<file path="src/rtl/spike_rate_decoder_pkg.sv">
// Shared types and helpers for the spike rate decoder: FSM states, default sizes, saturating increment.
package spike_dec_pkg;

    localparam int WIN_LOG2_DEF = 8;
    localparam int CNT_W_DEF    = 8;
    localparam int ISI_W_DEF    = 8;

    typedef enum logic [1:0] {
        IDLE,
        WAIT1,
        WAIT2,
        TRACK
    } state_e;

    // Increment that sticks at 2**width-1; callers truncate the result back to width bits.
    function automatic logic [31:0] sat_inc(input logic [31:0] value, input int width);
        logic [31:0] max_v;
        max_v = (32'd1 << width) - 32'd1;
        return (value >= max_v) ? max_v : value + 32'd1;
    endfunction

endpackage

</file>
<file path="src/rtl/spike_rate_decoder_sat_counter.sv">
// Saturating up-counter with synchronous clear (clear wins over increment).
// Latency 1 cycle from clr_i/inc_i to cnt_o; no backpressure.
module sat_counter
    import spike_dec_pkg::*;
#(
    parameter int W = 8
) (
    input  logic         clk,
    input  logic         rst,
    input  logic         clr_i,
    input  logic         inc_i,
    output logic [W-1:0] cnt_o
);

    logic [W-1:0] cnt_q;
    logic [W-1:0] cnt_d;

    always_comb begin
        cnt_d = cnt_q;
        if (clr_i) begin
            cnt_d = '0;
        end else if (inc_i) begin
            cnt_d = W'(sat_inc(32'(cnt_q), W));
        end
    end

    always_ff @(posedge clk or posedge rst) begin
        if (rst) begin
            cnt_q <= '0;
        end else begin
            cnt_q <= cnt_d;
        end
    end

    assign cnt_o = cnt_q;

endmodule

</file>
<file path="src/rtl/spike_rate_decoder.sv">
// Spike train to rate/ISI decoder; result appears 1 cycle after a window closes.
// One-entry result register: a close while a result is unconsumed drops it and sets sticky overrun.
module spike_rate_decoder
    import spike_dec_pkg::*;
#(
    parameter int WIN_LOG2 = WIN_LOG2_DEF,
    parameter int CNT_W    = CNT_W_DEF,
    parameter int ISI_W    = ISI_W_DEF
) (
    input  logic             clk,
    input  logic             rst,
    input  logic             en,
    input  logic             spike_in,
    input  logic             out_ready,
    output logic             out_valid,
    output logic [CNT_W-1:0] rate_cnt,
    output logic [ISI_W-1:0] isi_cyc,
    output logic             isi_valid,
    output logic             overrun
);

    state_e               state_q, state_d;
    logic                 spike_q;
    logic [WIN_LOG2-1:0]  win_q, win_d;
    logic [ISI_W-1:0]     last_isi_q, last_isi_d;
    logic                 out_valid_q, out_valid_d;
    logic [CNT_W-1:0]     rate_q, rate_d;
    logic [ISI_W-1:0]     isi_q, isi_d;
    logic                 overrun_q, overrun_d;

    logic [CNT_W-1:0]     spk_cnt;
    logic [ISI_W-1:0]     isi_cnt;
    logic                 ev;
    logic                 close;
    logic                 capture;
    logic                 load;
    logic [ISI_W-1:0]     isi_inc;
    logic [CNT_W-1:0]     rate_snap;
    logic [ISI_W-1:0]     isi_snap;

    assign ev        = spike_in & ~spike_q & en;
    assign close     = en & (&win_q);
    assign capture   = ev & ((state_q == WAIT2) | (state_q == TRACK));
    assign isi_inc   = ISI_W'(sat_inc(32'(isi_cnt), ISI_W));
    // A spike on the closing cycle belongs to the window being closed.
    assign rate_snap = ev ? CNT_W'(sat_inc(32'(spk_cnt), CNT_W)) : spk_cnt;
    assign isi_snap  = capture ? isi_inc : last_isi_q;
    assign load      = close & (~out_valid_q | out_ready);

    sat_counter #(.W(CNT_W)) u_spk_ctr (
        .clk   (clk),
        .rst   (rst),
        .clr_i (~en | close),
        .inc_i (ev),
        .cnt_o (spk_cnt)
    );

    sat_counter #(.W(ISI_W)) u_isi_ctr (
        .clk   (clk),
        .rst   (rst),
        .clr_i (~en | ev),
        .inc_i (en),
        .cnt_o (isi_cnt)
    );

    always_comb begin
        state_d = state_q;
        if (!en) begin
            state_d = IDLE;
        end else begin
            case (state_q)
                IDLE:    state_d = WAIT1;
                WAIT1:   if (ev) state_d = WAIT2;
                WAIT2:   if (ev) state_d = TRACK;
                default: state_d = state_q;
            endcase
        end
    end

    always_comb begin
        win_d      = en ? win_q + WIN_LOG2'(1) : '0;
        last_isi_d = last_isi_q;
        if (!en) begin
            last_isi_d = '0;
        end else if (capture) begin
            last_isi_d = isi_inc;
        end
    end

    always_comb begin
        out_valid_d = out_valid_q;
        rate_d      = rate_q;
        isi_d       = isi_q;
        overrun_d   = overrun_q;
        if (load) begin
            out_valid_d = 1'b1;
            rate_d      = rate_snap;
            isi_d       = isi_snap;
        end else if (out_ready) begin
            out_valid_d = 1'b0;
        end
        if (close && out_valid_q && !out_ready) begin
            overrun_d = 1'b1;
        end
    end

    always_ff @(posedge clk or posedge rst) begin
        if (rst) begin
            state_q     <= IDLE;
            spike_q     <= 1'b0;
            win_q       <= '0;
            last_isi_q  <= '0;
            out_valid_q <= 1'b0;
            rate_q      <= '0;
            isi_q       <= '0;
            overrun_q   <= 1'b0;
        end else begin
            state_q     <= state_d;
            spike_q     <= spike_in;
            win_q       <= win_d;
            last_isi_q  <= last_isi_d;
            out_valid_q <= out_valid_d;
            rate_q      <= rate_d;
            isi_q       <= isi_d;
            overrun_q   <= overrun_d;
        end
    end

    assign out_valid = out_valid_q;
    assign rate_cnt  = rate_q;
    assign isi_cyc   = isi_q;
    assign isi_valid = (state_q == TRACK);
    assign overrun   = overrun_q;

endmodule

</file>
<file path="config.mk">
export PLATFORM = sky130hd
export DESIGN_NAME = spike_rate_decoder
export DESIGN_NICKNAME = d
export VERILOG_FILES = /design/src/rtl/spike_rate_decoder_pkg.sv /design/src/rtl/spike_rate_decoder_sat_counter.sv /design/src/rtl/spike_rate_decoder.sv
export SDC_FILE = /design/constraint.sdc
export NUM_CORES = 1
export LEC_CHECK = 0
export CORE_MARGIN = 5
export CORE_UTILIZATION = 50
export DETAILED_ROUTE_END_ITERATION = 8
export PLACE_DENSITY_LB_ADDON = 0.08
export SLEW_MARGIN = 20
export SYNTH_ARGS = -nofsm -noshare
export SYNTH_HDL_FRONTEND = slang
export SYNTH_SLANG_ARGS = --single-unit
</file>
<file path="constraint.sdc">
create_clock -name clk -period 1.6 [get_ports clk]
set_input_delay 0.32 -clock clk [delete_from_list [all_inputs] [get_ports clk]]
set_output_delay 0.32 -clock clk [all_outputs]
set_load 0.03 [all_outputs]
</file>
==> flow_summary_export.csv <==
group,metric,value,unit
run_status,status,"finished with violations",
run_status,violations,"negative setup slack",
sta,setup-tns-final,-237,ps
sta,grt_setup_unrepaired,"true",
sta,period_share,103,%
global_routing,grt_use_total,17.7,%
floorplanning,die_h,80.5,um
setup_path,path_max_fanout,7,
synth,synth_nets,260,
placed_design,place.gp.congestion,0.825,
placed_design,place_ws,-409,ps
sta,setup_viol,6,
final_layout,fill_cells,400,
synth,synth_async_sr_flop_share,100,%
synth,ys_ff_latch,53,
final_layout,final_cell_mix,"dfrtp_1 (52), buf_4 (36), nor2_1 (29)",
synth,synth_edf_count,0,
global_routing,grt_remaining_overflow,0,
final_layout,fin_area,0.00335,mm2
sta,maxSlewHeadroom,69.0,%
clock_tree,clk_pin_slew,90,ps
sta,fmax,605,MHz
synth,yosys-top-cells-area,"dfrtp_1 (53%), nor2_1 (4.8%), ha_1 (4.0%), nand2_1 (3.3%), o21ai_1 (2.0%)",
setup_path,crit_type,"reg -> reg",
synth,synth_cell_type_count,48,
drt,drt-total-wl,5120,um
drt,wl_per_cell,13.5,um
clock_tree,tritoncts,"done",
clock_tree,htreeDepth,2,
synth,netlist_area,0.00248,mm2
floorplanning,boundaryPins,24,
clock_tree,cts_inserted_buffers,5,
synth,yosysSeqAreaShare,53.4,%
synth,syn_area_per_cell,10.1,um2
clock_tree,cts-root-buf,"clkbuf_8",
sta,fin_skew,4.26,ps
pwr,leakage,0.00156,uW
drt,firstDrtPassIters,4,
global_routing,grt_pass1_wl,8860,um
final_layout,nNetsFinal,324,
sta,setup_ws,-53.8,ps
setup_path,critPathRequiredTime,1790,ps
synth,synth_flop_cell,"dfrtp_1",
final_layout,area_growth,34.7,%
placed_design,io_buffer_count,23,
synth,yosys.area.top_type_share,53.4,%
clock_tree,cts_sinks,53,
floorplanning,start_util,51.9,%
global_routing,antenna_found_initial,0,
floorplanning,die_w,80.5,um
flow_run,drv_cap,0,
clock_tree,cts_buffer_depth,2,
floorplanning,core,0.00479,mm2
placed_design,placed_area,0.00305,mm2
floorplanning,fp.dieArea,0.00648,mm2
final_layout,final_common_cell,"dfrtp_1",
synth,synthCells,247,
setup_path,critPathLaunchType,"flip-flop",
synth,yosysWarningCount,0,
floorplanning,num_rows,25,
drt,drtIter0Drc,117,
pwr,pwr_density_cell,890,mW/mm2
sta,min_period,1650,ps
worst_hold_path,min_path_type,"in -> async",
global_routing,first_global_vias,1932,
pwr,peakVddDrop,0.496,mV
final_layout,drive_above_1_share,27.9,%
sta,hold_viol,0,
drt,vias,2010,
placed_design,hpwl,3620,um
global_routing,grt_max_degree,54,
setup_path,cp-end-kind,"flip-flop",
clock_tree,clock_latency,290,ps
sta,worst_slew_pin_slew,461,ps
drt,via_per_inst,5.30,
synth,yosys.area.top_type,"dfrtp_1",
drt,antenna_left,0,
final_layout,fin_util,70.0,%
sta,worst_hold_slack,434,ps
drt,drc,0,
setup_path,arrival,1840,ps
sta,slew_violations,0,
final_layout,diodes,0,
==> cells in the mapped netlist, types with 2 or more instances <==
master,n
o21ai_0,8
o31ai_1,4
nor2b_1,2
nor4_1,2
xnor2_1,2
nand4_1,4
dfrtp_1,53
nand2_1,22
clkbuf_1,4
mux2i_1,2
o22ai_1,4
buf_6,2
nand3_1,8
a211oi_1,3
o21a_1,3
or3_1,4
o211a_1,2
nor3_1,9
nand2b_1,5
inv_1,10
o211ai_1,3
a21o_1,2
o21ai_2,2
and2_1,4
o31a_1,2
a21oi_1,8
and4_1,2
ha_1,8
o21ai_1,10
xor2_1,4
nor2_1,32
==> where the power goes <==
part	switching (uW)	internal (uW)	total [uW]
Combinational	322	300	623
Sequential	47.5	1390	1440
Clock	406	510	916
==> metrics by stage <==
step                      cells  total power [uW]
after detailed placement    366              2010
after global routing        379              3150
final                       379              2980
after floorplan             247              1760
after CTS                   376              2940
after global placement      366              1990
==> timing repair <==
action                                  in CTS  in global routing
pin swaps                                    0                  9
hold buffers                                 0                  0
endpoints found under the setup margin      37                 25
buffers inserted                             2                  4
gates resized for setup                     27                 30
==> final timing paths <==
kind,startpoint,to,slack (ps),depth (start not counted)
worst max register to register,win_q[0],isi_cyc[7],-50,5
worst max-delay path,win_q[0],isi_cyc[7],-50,5
min in group clk,en,win_q[1],460,2
max in group asynchronous,rst,u_isi_ctr.cnt_o[2],930,3
worst min-delay path,rst,u_isi_ctr.cnt_o[1],430,3
worst min register to register,overrun,overrun,480,1
==> layer usage <==
metal / GRT usage [%] / wire (um) / vias up
met5: 0 / 0 / -
met4: 5.74 / 78 / 0
met1: 24.6 / 2500 / 966
met2: 27.5 / 2330 / 37
li1: - / - / 1000
met3: 3.81 / 216 / 7
==> state kept, by name, indices dropped and copies added (netlist names) <==
register	count
state_q	2
overrun	1
u_spk_ctr.cnt_o	8
last_isi_q	8
isi_cyc	8
spike_q	1
rate_cnt	8
out_valid	1
u_isi_ctr.cnt_o	8
win_q	8
==> worst max-delay path: stages (launching register included) <==
cell and delay [ps]:
dfrtp_1 400, ha_4 150, nand3_2 80, or4b_4 530
buf_6 160, o31a_1 230
==> logic make-up (layout without fill, tap and decap cells) <==
kind of cell	Yosys count	count (layout)	synth area share, %
multiplexers	2	2	0.806
buffers and inverters	18	83	3.37
AO/OA/AOI/OAI	59	59	16.0
XOR/XNOR	6	6	2.11
adder cells (fa/ha/maj)	8	8	4.03
AND/OR/NAND/NOR	101	101	20.3
flip-flops	53	53	53.4
==> area by class of cell <==
| class | count | area (um2) | area share, % |
|---|---|---|---|
| well taps | 67 | 83.8 | 2.50 |
| flip-flops and latches | 53 | 1330 | 39.6 |
| repair buffers | 64 | 552 | 16.5 |
| clock buffers | 7 | 86.3 | 2.58 |
| inverters | 11 | 45.0 | 1.35 |
| multi-input cells | 176 | 1220 | 36.5 |
| clock inverters | 1 | 30.0 | 0.897 |
(Power assumes the default switching activity.)
